[src/rtl/fp_acc.sv]
// Multi-cycle FP32 accumulator: sums a valid/ready stream of products and emits the sum on in_last.
// Optional FP_ACC_SAT_EN: exponent overflow saturates to max finite and sticks until the result handshake.
module fp_acc #(
  parameter int GUARD_BITS    = 3,
  parameter bit CLEAR_ON_LAST = 1'b1
) (
  input  logic        clk,
  input  logic        rst,
  input  logic        in_valid,
  output logic        in_ready,
  input  logic [31:0] in_data,
  input  logic        in_last,
  output logic        out_valid,
  input  logic        out_ready,
  output logic [31:0] out_data,
  output logic        busy
);
  localparam int         W  = 24 + GUARD_BITS;
  localparam logic [7:0] W8 = 8'(W);
`ifdef FP_ACC_SAT_EN
  localparam bit SAT = 1'b1;
`else
  localparam bit SAT = 1'b0;
`endif

  typedef enum logic [2:0] {IDLE, ALIGN, ADD, NORM, ROUND, DONE} state_t;
  state_t state, state_nx;

  logic [31:0]  acc, op;
  logic         last_q, ovf;
  logic [W-1:0] ma, mb;
  logic [W:0]   man;
  logic [9:0]   ex;
  logic         sa, sb, sr;

  // Alignment: acc is operand a, the captured input is operand b.
  logic [7:0]   ea, eb, dexp;
  logic         a_zero, b_zero, a_big;
  logic [W-1:0] m_a, m_b, m_small, m_shf;
  assign ea     = acc[30:23];
  assign eb     = op[30:23];
  assign a_zero = (ea == 8'd0);
  assign b_zero = (eb == 8'd0);
  assign a_big  = (ea >= eb);
  assign m_a    = {1'b1, acc[22:0], {GUARD_BITS{1'b0}}};
  assign m_b    = {1'b1, op[22:0], {GUARD_BITS{1'b0}}};

  always_comb begin
    dexp    = a_big ? (ea - eb) : (eb - ea);
    m_small = a_big ? m_b : m_a;
    m_shf   = '0;
    if (dexp > W8) begin
      m_shf[0] = 1'b1;
    end else begin
      m_shf    = m_small >> dexp;
      m_shf[0] = m_shf[0] | (|(m_small & ~({W{1'b1}} << dexp)));
    end
  end

  logic [W:0] sum;
  logic       s_sum;
  always_comb begin
    sum   = '0;
    s_sum = sa;
    if (sa == sb) begin
      sum = {1'b0, ma} + {1'b0, mb};
    end else if (ma >= mb) begin
      sum = {1'b0, ma - mb};
    end else begin
      sum   = {1'b0, mb - ma};
      s_sum = sb;
    end
  end

  // Round-to-nearest-even on the normalised mantissa; G/R/S live in the low GUARD_BITS.
  logic        rup, ovf_now;
  logic [24:0] sig;
  logic [9:0]  ex_r;
  logic [31:0] rres;
  always_comb begin
    rup  = man[GUARD_BITS-1] & ((|man[GUARD_BITS-2:0]) | man[GUARD_BITS]);
    sig  = {1'b0, man[W-1:GUARD_BITS]} + {24'd0, rup};
    ex_r = ex;
    if (sig[24]) begin
      sig  = sig >> 1;
      ex_r = ex + 10'd1;
    end
    ovf_now = (ex_r >= 10'd255);
    if (!ovf_now)  rres = {sr, ex_r[7:0], sig[22:0]};
    else if (SAT)  rres = {sr, 8'hFE, 23'h7FFFFF};
    else           rres = {sr, 8'hFF, 23'h0};
  end

  always_ff @(posedge clk) begin
    if (rst) state <= IDLE;
    else     state <= state_nx;
  end

  always_comb begin
    state_nx = state;
    case (state)
      IDLE:  if (in_valid) state_nx = ALIGN;
      ALIGN: state_nx = (ovf || a_zero || b_zero) ? DONE : ADD;
      ADD:   state_nx = (sum == '0) ? DONE : NORM;
      NORM:  if (man[W] || man[W-1]) state_nx = ROUND;
             else if (ex == 10'd1)   state_nx = DONE;
      ROUND: state_nx = DONE;
      DONE:  if (!last_q || out_ready) state_nx = IDLE;
      default: state_nx = IDLE;
    endcase
  end

  always_ff @(posedge clk) begin
    if (rst) begin
      acc <= '0; op <= '0; last_q <= 1'b0; ovf <= 1'b0;
      ma <= '0; mb <= '0; man <= '0; ex <= '0;
      sa <= 1'b0; sb <= 1'b0; sr <= 1'b0;
    end else begin
      case (state)
        IDLE: if (in_valid) begin
          op     <= in_data;
          last_q <= in_last;
        end
        ALIGN: begin
          // A saturated sequence keeps acc untouched until the result is taken.
          if (ovf) ;
          else if (a_zero) acc <= b_zero ? 32'h0 : op;
          else if (!b_zero) begin
            ma <= a_big ? m_a : m_shf;
            mb <= a_big ? m_shf : m_b;
            ex <= {2'b00, a_big ? ea : eb};
            sa <= acc[31];
            sb <= op[31];
          end
        end
        ADD: begin
          man <= sum;
          sr  <= s_sum;
          if (sum == '0) acc <= 32'h0;
        end
        NORM: begin
          if (man[W]) begin
            man <= {1'b0, man[W:2], man[1] | man[0]};
            ex  <= ex + 10'd1;
          end else if (!man[W-1]) begin
            man <= {man[W-1:0], 1'b0};
            ex  <= ex - 10'd1;
            if (ex == 10'd1) acc <= 32'h0;
          end
        end
        ROUND: begin
          acc <= rres;
          if (SAT && ovf_now) ovf <= 1'b1;
        end
        DONE: if (last_q && out_ready) begin
          if (CLEAR_ON_LAST) acc <= 32'h0;
          ovf <= 1'b0;
        end
        default: ;
      endcase
    end
  end

  assign in_ready  = (state == IDLE) && !rst;
  assign out_valid = (state == DONE) && last_q;
  assign out_data  = acc;
  assign busy      = (state != IDLE);
endmodule

[config.mk]
export PLATFORM = sky130hd
export DESIGN_NAME = fp_acc
export DESIGN_NICKNAME = d
export VERILOG_FILES = /design/src/rtl/fp_acc.sv
export SDC_FILE = /design/constraint.sdc
export NUM_CORES = 1
export LEC_CHECK = 0
export CORE_ASPECT_RATIO = 2
export CORE_MARGIN = 2
export CORE_UTILIZATION = 35
export CTS_BUF_LIST = sky130_fd_sc_hd__clkbuf_16
export DETAILED_ROUTE_END_ITERATION = 10
export PLACE_DENSITY = 0.61
export RECOVER_POWER = 100
export SLEW_MARGIN = 0
export SYNTH_ARGS = -nofsm -noshare
export SYNTH_HDL_FRONTEND = slang
export SYNTH_SLANG_ARGS = --single-unit
[constraint.sdc]
create_clock -name clk -period 4.85 [get_ports clk]
set_input_delay 0.97 -clock clk [delete_from_list [all_inputs] [get_ports clk]]
set_output_delay 0.97 -clock clk [all_outputs]
set_load 0.01 [all_outputs]
==> metrics <==
worst reg2reg endpoint out_data[15]; transition time of the tightest slew-check pin 1483 ps; biggest area consumer among synthesized cells sky130_fd_sc_hd__dfxtp_1; number of nets produced by synthesis between 2000 and 2500; final setup vio count 0; result of the run complete, no violations; worst-case hold path end point last_q; area of the die 47360 um^2; MaxCap Viol Count 0; FP Rows 110; Reg2Reg Launch Point ma[7]; max-slew violations 0; DRC violation count after routing 0; arrival time reported for the critical path endpoint 5090 ps; I/O pins 72; sequential element share of the synthesized area 0.2048; clock tree skew after final layout ~13 ps; starting density of the core 0.3541; Post-Syn Area per Cell roughly 7.2 um^2; library cells used by synthesis 83; Yosys top cell area share 0.2048; Worst-Skew Late Latency approximately 460 ps; post-detailed-route wirelength per cell around 29 um; sum of routed wire length over all layers around 83000 um; number of warnings printed during yosys synthesis 0; root buffer cell sky130_fd_sc_hd__clkbuf_16; number of buffers on the longest clock path 2; nature of the critical path endpoint flip-flop; sort of element at the start of the critical path flip-flop; shortest period the worst path allows approximately 4700 ps; worst min-delay path class reg2reg; routability-driven placement congestion ratio slightly below 1; Worst EP required approximately 5200 ps; number of standard cells after synthesis 2217; post-place instance area between 15000 and 20000 um^2; number of synthesized register bits between 150 and 200; number of enable flip-flop cells after synthesis 0; Post-DRT Antenna Nets 0; Period Utilization, post-route 0.9751; area overhead of the layout relative to synthesis 19.02%; Peak Freq 0.2114 GHz; Port Buffer Count ~70; vias per inst roughly 6.4; most frequent standard cell in the layout excluding fill and tap cells sky130_fd_sc_hd__nand2_1; area of the multi-input gates roughly 12000 um^2; vertical die dimension 305.8 um; total congestion overflow after global routing 0; largest net degree at the start of global routing 80; first drt pass iteration count 6; CTS tree built; DIE WIDTH between 150 and 200 um; area of the core 45010 um^2; most used cells in the layout excluding fill and tap cells 285 x sky130_fd_sc_hd__nand2_1, 219 x sky130_fd_sc_hd__a21oi_1, 161 x sky130_fd_sc_hd__dfxtp_1; first-pass GRT wire length around 120000 um; clock slew seen by the registers of the worst setup and hold paths 70 ps; TritonCTS Buffers 17; filler instances between 4000 and 5000; post-route standard cell area excluding fillers ~19000 um^2; synthesized cell area roughly 16000 um^2; number of sinks driven by the clock tree about 160; antenna violations before repair 0; share of cells above drive strength 1 0.1323; depth of the CTS H-tree 4; overall routing resource usage 0.3441; vias in the first global route around 19000; type of the worst setup path reg2reg; final HPWL from detailed placement about 65000 um; commonest register cell after synthesis sky130_fd_sc_hd__dfxtp_1; number of violations reported at the end of detailed-routing iteration 0 1364; number of vias after detailed routing 18540; critical hold path startpoint last_q; R2R cell count 16; leading cell types by total area after synthesis sky130_fd_sc_hd__dfxtp_1 20%, sky130_fd_sc_hd__ha_1 7.8%, sky130_fd_sc_hd__a21oi_1 7.0%; internal reg-to-reg setup slack around 120 ps; ys async rst share 0; worst max-slew margin expressed relative to the limit 0.01157; final hold violation count 0; hold path cells 2; Register Area about 3300 um^2; number of nets at the end of the flow roughly 2400; largest fanout of any net on the critical path 24
-- layout make-up --
| class | instances | share of cell area |
|---|---|---|
| well taps | 560 | 0.03694 |
| multi-input cells | 1746 | 0.6214 |
| diodes | 1 | 0.0001319 |
| repair buffers | 246 | 0.1116 |
| inverters | 134 | 0.02652 |
| clock inverters | 15 | 0.008840 |
| clock buffers | 17 | 0.02243 |
| flip-flops and latches | 163 | 0.1722 |
-- metrics by stage --
step	utilization	hold WS, ps	setup TNS, ps	setup slack [ps]	std cells
after floorplan	-	445.1	0	753.3	2217
after global placement	0.4032	460.3	-6399	-248.4	2847
after detailed placement	0.4032	466.0	-5164	-211.2	2847
after CTS	0.4167	476.5	0	24.31	2879
after global routing	0.4214	524.2	-62.31	-27.41	2881
final	0.4214	476.0	0	120.6	2882
-- worst max path at each step --
stage	startpoint	endpoint	slack (ps)	cells past startpoint
final	ma[7]	out_data[15]	120	16
after global routing	ma[7]	out_data[16]	-30	16
after CTS	ma[4]	out_data[16]	20	15
after detailed placement	ma[5]	out_data[15]	-210	20
after global placement	ma[5]	out_data[15]	-250	20
after floorplan	out_data[23]	mb[10]	750	17
-- worst max-delay path, stage by stage (launching register included) --
cell	delay [ps]
sky130_fd_sc_hd__dfxtp_1	370
sky130_fd_sc_hd__inv_1	90
sky130_fd_sc_hd__ha_1	350
sky130_fd_sc_hd__buf_4	210
sky130_fd_sc_hd__inv_1	180
sky130_fd_sc_hd__o31ai_1	390
sky130_fd_sc_hd__a21oi_1	280
sky130_fd_sc_hd__a31oi_1	620
sky130_fd_sc_hd__o21ai_0	210
sky130_fd_sc_hd__a31oi_1	240
sky130_fd_sc_hd__xnor2_1	220
sky130_fd_sc_hd__nand4_1	210
sky130_fd_sc_hd__nor4_4	380
sky130_fd_sc_hd__and4_4	300
sky130_fd_sc_hd__o21ai_2	70
sky130_fd_sc_hd__buf_12	180
sky130_fd_sc_hd__a221oi_1	300
-- layer usage --
layer,wire (um),vias to the layer above,share of wire,global-route usage
li1,-,8399,-,-
met1,26370,8848,0.32,0.3226
met2,42050,916,0.51,0.6263
met3,4318,373,0.052,0.04451
met4,9998,0,0.12,0.3342
met5,0,-,0,0
-- synthesized netlist by cell type (12+ instances only) --
library cell / count
sky130_fd_sc_hd__ha_1: 99
sky130_fd_sc_hd__o211a_1: 16
sky130_fd_sc_hd__o21ai_0: 157
sky130_fd_sc_hd__nand3_1: 66
sky130_fd_sc_hd__nand4_1: 37
sky130_fd_sc_hd__and2_1: 14
sky130_fd_sc_hd__a31oi_1: 40
sky130_fd_sc_hd__nor4_1: 18
sky130_fd_sc_hd__xor2_1: 15
sky130_fd_sc_hd__a221oi_2: 21
sky130_fd_sc_hd__inv_1: 133
sky130_fd_sc_hd__xnor2_1: 40
sky130_fd_sc_hd__o21a_1: 18
sky130_fd_sc_hd__buf_2: 21
sky130_fd_sc_hd__a221oi_1: 85
sky130_fd_sc_hd__a21o_1: 13
sky130_fd_sc_hd__dfxtp_1: 163
sky130_fd_sc_hd__mux2i_1: 50
sky130_fd_sc_hd__a22oi_1: 12
sky130_fd_sc_hd__o211ai_1: 22
sky130_fd_sc_hd__nand2_1: 286
sky130_fd_sc_hd__buf_1: 19
sky130_fd_sc_hd__nor2_1: 154
sky130_fd_sc_hd__a211oi_1: 36
sky130_fd_sc_hd__clkbuf_1: 129
sky130_fd_sc_hd__nor3_1: 52
sky130_fd_sc_hd__nand2b_1: 15
sky130_fd_sc_hd__o31ai_1: 15
sky130_fd_sc_hd__and3_1: 21
sky130_fd_sc_hd__mux4_2: 13
sky130_fd_sc_hd__a21oi_1: 224
sky130_fd_sc_hd__nor2b_1: 20
sky130_fd_sc_hd__a311oi_1: 16
-- cells by family after synthesis --
family                   synth area share
flip-flops                         0.2048
buffers and inverters             0.07584
multiplexers                      0.05402
AND/OR/NAND/NOR                    0.2167
XOR/XNOR                          0.03023
adder cells (fa/ha/maj)           0.08401
AO/OA/AOI/OAI                      0.3345
-- flip-flops by register name, summed over array words and instances, names as in the netlist --
name      cells
sr            1
state         3
last_q        1
op           32
mb           27
sa            1
man          28
ex           10
sb            1
out_data     32
ma           27
-- timing repair --
item,in CTS,in global routing
setup endpoints to repair,34,38
cloned,0,0
resized for setup,3,52
hold buffers,0,0
setup buffers,0,2
pin swaps,0,5
Power is not shown: default switching activity piles up to over one toggle a cycle in this logic, so the estimate is an artifact.
